==> src/rtl/seg7_pkg.sv <==
// Shared constants for the 7-segment display path (scan mux and number encoder).
package seg7_pkg;

   localparam int unsigned SEG7_DIGIT_W         = 4;
   localparam int unsigned SEG7_MAX_DIGITS      = 8;
   localparam int unsigned SEG7_NUM_DIGITS_DEF  = 4;
   localparam int unsigned SEG7_REFRESH_DIV_DEF = 50000;

   // Slice the low NUM_DIGITS bits for an all-digits-off select pattern.
   localparam logic [SEG7_MAX_DIGITS-1:0] SEG7_SEL_OFF = '1;

endpackage

==> src/rtl/seg7_refresh_tick.sv <==
// Free-running prescaler: counts 0..REFRESH_DIV-1 and flags the last count as tick.
module seg7_refresh_tick
   import seg7_pkg::*;
#(
   parameter int unsigned REFRESH_DIV = SEG7_REFRESH_DIV_DEF
) (
   input  logic clk,
   input  logic rst_n,
   output logic tick
);

   localparam int unsigned   CW   = $clog2(REFRESH_DIV);
   localparam logic [CW-1:0] LAST = CW'(REFRESH_DIV - 1);

   logic [CW-1:0] r_cnt;

   always_ff @(posedge clk or negedge rst_n) begin
      if (!rst_n) begin
         r_cnt <= '0;
      end else if (r_cnt == LAST) begin
         r_cnt <= '0;
      end else begin
         r_cnt <= r_cnt + 1'b1;
      end
   end

   assign tick = (r_cnt == LAST);

endmodule

==> src/rtl/seg7_scan_mux.sv <==
// Multi-digit 7-segment scanner with frame-aligned value updates.
// Optional leading-zero blanking: define SEG7_LEADING_ZERO_BLANK_EN.
module seg7_scan_mux
   import seg7_pkg::*;
#(
   parameter int unsigned NUM_DIGITS  = SEG7_NUM_DIGITS_DEF,
   parameter int unsigned REFRESH_DIV = SEG7_REFRESH_DIV_DEF
) (
   input  logic                               clk,
   input  logic                               rst_n,
   input  logic [SEG7_DIGIT_W*NUM_DIGITS-1:0] in_value,
   input  logic                               in_valid,
   output logic                               in_ready,
   output logic [SEG7_DIGIT_W-1:0]            digit_num,
   output logic [NUM_DIGITS-1:0]              digit_sel,
   output logic                               frame_start
);

   localparam int unsigned   VW   = SEG7_DIGIT_W * NUM_DIGITS;
   localparam int unsigned   IW   = (NUM_DIGITS > 1) ? $clog2(NUM_DIGITS) : 1;
   localparam logic [IW-1:0] LAST = IW'(NUM_DIGITS - 1);

   logic                    w_tick;
   logic                    w_boundary;
   logic                    w_xfer;
   logic [IW-1:0]           w_idx_next;
   logic [VW-1:0]           w_active_next;
   logic [SEG7_DIGIT_W-1:0] w_num_next;
   logic [NUM_DIGITS-1:0]   w_blank;
   logic [NUM_DIGITS-1:0]   w_sel_lit;

   logic [VW-1:0]           r_active;
   logic [VW-1:0]           r_pending;
   logic                    r_pending_vld;
   logic [IW-1:0]           r_idx;
   logic [SEG7_DIGIT_W-1:0] r_digit_num;
   logic [NUM_DIGITS-1:0]   r_digit_sel;
   logic                    r_frame_start;

   seg7_refresh_tick #(
      .REFRESH_DIV (REFRESH_DIV)
   ) u_refresh_tick (
      .clk   (clk),
      .rst_n (rst_n),
      .tick  (w_tick)
   );

   always_comb begin
      w_boundary    = w_tick && (r_idx == LAST);
      // Capture is blocked while pending is full, so it can never coincide with a commit.
      w_xfer        = in_valid && !r_pending_vld;
      w_idx_next    = (r_idx == LAST) ? '0 : r_idx + 1'b1;
      w_active_next = (w_boundary && r_pending_vld) ? r_pending : r_active;
      w_num_next    = SEG7_DIGIT_W'(w_active_next >> (SEG7_DIGIT_W * w_idx_next));
   end

`ifdef SEG7_LEADING_ZERO_BLANK_EN
   always_comb begin
      w_blank = '0;
      for (int unsigned i = 1; i < NUM_DIGITS; i++) begin
         w_blank[i] = ((r_active >> (SEG7_DIGIT_W * i)) == '0);
      end
   end
`else
   assign w_blank = '0;
`endif

   assign w_sel_lit = ~(NUM_DIGITS'(1) << r_idx) | w_blank;

   always_ff @(posedge clk or negedge rst_n) begin
      if (!rst_n) begin
         r_active      <= '0;
         r_pending     <= '0;
         r_pending_vld <= 1'b0;
         r_idx         <= '0;
         r_digit_num   <= '0;
         r_digit_sel   <= SEG7_SEL_OFF[NUM_DIGITS-1:0];
         r_frame_start <= 1'b0;
      end else begin
         r_frame_start <= w_boundary;
         r_active      <= w_active_next;
         if (w_boundary && r_pending_vld) begin
            r_pending_vld <= 1'b0;
         end else if (w_xfer) begin
            r_pending     <= in_value;
            r_pending_vld <= 1'b1;
         end
         // Slot change: new nibble now, anode one edge later to match the encoder register.
         if (w_tick) begin
            r_idx       <= w_idx_next;
            r_digit_num <= w_num_next;
            r_digit_sel <= SEG7_SEL_OFF[NUM_DIGITS-1:0];
         end else begin
            r_digit_sel <= w_sel_lit;
         end
      end
   end

   assign in_ready    = !r_pending_vld;
   assign digit_num   = r_digit_num;
   assign digit_sel   = r_digit_sel;
   assign frame_start = r_frame_start;

endmodule

==> config.mk <==
export PLATFORM = sky130hd
export DESIGN_NAME = seg7_scan_mux
export DESIGN_NICKNAME = d
export VERILOG_FILES = /design/src/rtl/seg7_pkg.sv /design/src/rtl/seg7_refresh_tick.sv /design/src/rtl/seg7_scan_mux.sv
export SDC_FILE = /design/constraint.sdc
export NUM_CORES = 1
export LEC_CHECK = 0
export CAP_MARGIN = 30
export CELL_PAD_IN_SITES_DETAIL_PLACEMENT = 1
export CELL_PAD_IN_SITES_GLOBAL_PLACEMENT = 2
export CORE_MARGIN = 4
export CORE_UTILIZATION = 38
export DETAILED_ROUTE_END_ITERATION = 6
export PLACE_DENSITY = 0.82
export SLEW_MARGIN = 20
export SYNTH_ARGS = -nofsm -noshare
export SYNTH_HDL_FRONTEND = slang
export SYNTH_SLANG_ARGS = --single-unit
==> constraint.sdc <==
create_clock -name clk -period 2.37 [get_ports clk]
set_input_delay 0.474 -clock clk [delete_from_list [all_inputs] [get_ports clk]]
set_output_delay 0.474 -clock clk [all_outputs]
set_load 0.02 [all_outputs]
==> impl_metrics.json, run 1 <==
{
  "yosysWarnings": 0,
  "synthDistinctLibCells": 39,
  "grt_max_degree": 23,
  "start_util": 0.388,
  "dp_slack_ns": 0.194,
  "wire_per_inst_um": 15.8,
  "fin_util": 0.477,
  "final_hold_viol_count": 0,
  "numPortBuffers": 28,
  "slew_headroom": 0.605,
  "route.vias.total": 1746,
  "synth_seq_cells": 60,
  "fin_total_pwr_mw": 2.24,
  "cp.required_ns": 2.60,
  "die_height_um": 91.1,
  "yosysMostFrequentCell": "dfrtp_1",
  "grt_overflow_total": 0,
  "slew_viol_final": 0,
  "period_share": 0.925,
  "fin_hold_ws_ns": 0.0841,
  "core_area_um2": 6760,
  "cts_resized": 0,
  "n_fill_cell": 706,
  "holdBufCountCts": 0,
  "critical_path_class": "register to register",
  "async_reset_ff_frac": 1.00,
  "synth_edf_count": 0,
  "cap_violations": 0,
  "end_kind": "register",
  "drtAntennaViolNets": 0,
  "ir_drop_uv": 377,
  "fmax_mhz": 456,
  "cp_max_fo": 14,
  "start_kind": "register",
  "gp_congestion": 0.791,
  "cp.arrival_ns": 2.42,
  "p_leak_nw": 1.46,
  "die_x_um": 91.1,
  "synthTopCellsByArea": "dfrtp_1 (53%), mux2_2 (14%), dfstp_2 (4.0%), xor2_1 (2.7%), o21ai_0 (2.5%)",
  "antenna_found_initial": 0,
  "power_density_nw_per_um2": 693,
  "hold_path_class": "input port to async pin",
  "netlist_area_um2": 2620,
  "cts_tree": "built",
  "drt_iter0_drc": 42,
  "grt_usage": 0.139,
  "dieArea_um2": 8290,
  "drive_gt1_frac": 0.246,
  "root_buffer": "clkbuf_8",
  "dr.pass1.iters": 3,
  "syn_area_per_cell_um2": 12.2,
  "cts_setup_buffers": 0,
  "area_growth_pct": 23.0,
  "synth_area_leader_cell": "dfrtp_1",
  "synthTopCellsByCount": "dfrtp_1 (56), mux2_2 (32), nor2_1 (17)",
  "status": "completed",
  "dp_hpwl_um": 3700,
  "synthCells": 215,
  "cts_buffers": 9,
  "grt_pass1_vias": 1787,
  "viasPerCell": 5.20,
  "synth_fp_nets": 239,
  "cts_sinks": 60,
  "synth_top_area_share": 0.535,
  "synth-main-ff-cell": "dfrtp_1",
  "ctsLongestPathBuffers": 2,
  "ys_seq_area_frac": 0.575,
  "final_nets": 275,
  "worst_pin_slew_ns": 0.589,
  "skew_ns": 0.00954,
  "finalWirelength_um": 5320,
  "ios": 29,
  "clk_latency_ns": 0.34,
  "path_clk_slew_ns": 0.07,
  "h-tree-depth": 3,
  "min_period_ns": 2.19,
  "rsz0062_at_grt": "false",
  "n_antenna_cell": 0,
  "grt_pass1_wl_um": 9000,
  "setup_violations": 0,
  "drc": 0,
  "fin_ws_ns": 0.179,
  "rows": 30,
  "fin_setup_tns_ns": 0
}
## critical path, cell delays in order, from the launching register on
cell and delay [ns]:
dfrtp_1 0.41, or4_4 0.56, or4_1 0.49, buf_4 0.22
o21ai_0 0.19, a32oi_1 0.13, o41ai_1 0.08
## area by class of cell
class | instances | area, um^2 | share of cell area
Sequential cell | 60 | 1510 | 0.467
Inverter | 5 | 18.8 | 0.00582
Clock inverter | 4 | 70.1 | 0.0217
Clock buffer | 12 | 165 | 0.0512
Timing Repair Buffer | 35 | 328 | 0.102
Tap cell | 80 | 100 | 0.0310
Multi-Input combinational cell | 140 | 1040 | 0.321
## sequential cells by signal, summed over array words and instances (netlist names)
name	cells
digit_sel	4
r_active	16
digit_num	4
u_refresh_tick.r_cnt	16
r_pending	16
r_pending_vld	1
r_idx	2
frame_start	1
## report_power, final
part	internal (mW)	leakage [nW]	switching [mW]	total [mW]
Sequential	1.06	0.774	0.0217	1.08
Combinational	0.0525	0.562	0.0310	0.0835
Clock	0.674	0.122	0.396	1.07
Total	1.79	1.46	0.448	2.24
## worst paths after layout
| check | startpoint | end | slack, ns | cells after the start |
|---|---|---|---|---|
| max | u_refresh_tick.r_cnt[10] | digit_num[2] | 0.18 | 6 |
| min | rst_n | r_pending[12] | 0.08 | 1 |
| max reg2reg | u_refresh_tick.r_cnt[10] | digit_num[2] | 0.18 | 6 |
| min reg2reg | u_refresh_tick.r_cnt[0] | u_refresh_tick.r_cnt[0] | 0.49 | 1 |
| max in group asynchronous | rst_n | digit_sel[3] | 1.59 | 2 |
| min in group clk | u_refresh_tick.r_cnt[0] | u_refresh_tick.r_cnt[0] | 0.49 | 1 |
## routing by layer
| metal | GRT usage | vias to the layer above | routed length, um |
|---|---|---|---|
| met5 | 0 | - | 0 |
| met4 | 0.0528 | 0 | 82 |
| met3 | 0.0539 | 6 | 199 |
| met2 | 0.206 | 26 | 2460 |
| met1 | 0.184 | 877 | 2580 |
| li1 | - | 837 | - |
## through the flow
stage,instance area [um^2],cells
after floorplan,2620,215
after global placement,2990,320
after detailed placement,2990,320
after CTS,3220,336
after global routing,3220,336
final,3220,336
## logic make-up after synthesis
group,share of synthesized area
compound gates,0.0726
xor+xnor,0.0434
fa+ha+maj,0.0239
buf+inv,0.0301
flops,0.575
mux,0.137
simple gates,0.118
## placed cells by master, fill, tap and decap left out, types with 2 or more instances in the layout
cell / instances
a21oi_1: 4
dfstp_2: 4
o22a_1: 2
a22oi_1: 2
o21ai_0: 13
inv_1: 5
dfrtp_1: 56
nand2_1: 9
clkinv_2: 2
buf_4: 7
nor2b_1: 3
o21ai_1: 2
nand4_1: 2
clkbuf_8: 12
nor3_1: 3
nor2_1: 17
nand3_1: 11
o41ai_1: 2
mux2_2: 32
xor2_1: 8
and3_1: 2
bufinv_16: 2
a32oi_1: 2
ha_1: 5
and2_1: 3
xnor2_1: 5
o22ai_1: 2
clkdlybuf4s50_1: 27
No activity file was read; power rests on OpenSTA's default activity.
==> run 2, diff against run 1 <==
--- a/config.mk
+++ b/config.mk
@@ -12,7 +12,7 @@
 export CORE_UTILIZATION = 38
 export DETAILED_ROUTE_END_ITERATION = 6
 export PLACE_DENSITY = 0.82
-export SLEW_MARGIN = 20
+export SLEW_MARGIN = 25
 export SYNTH_ARGS = -nofsm -noshare
 export SYNTH_HDL_FRONTEND = slang
 export SYNTH_SLANG_ARGS = --single-unit
==> results of run 2 <==
Final layout, timing and power as in run 1 (identical DEF).
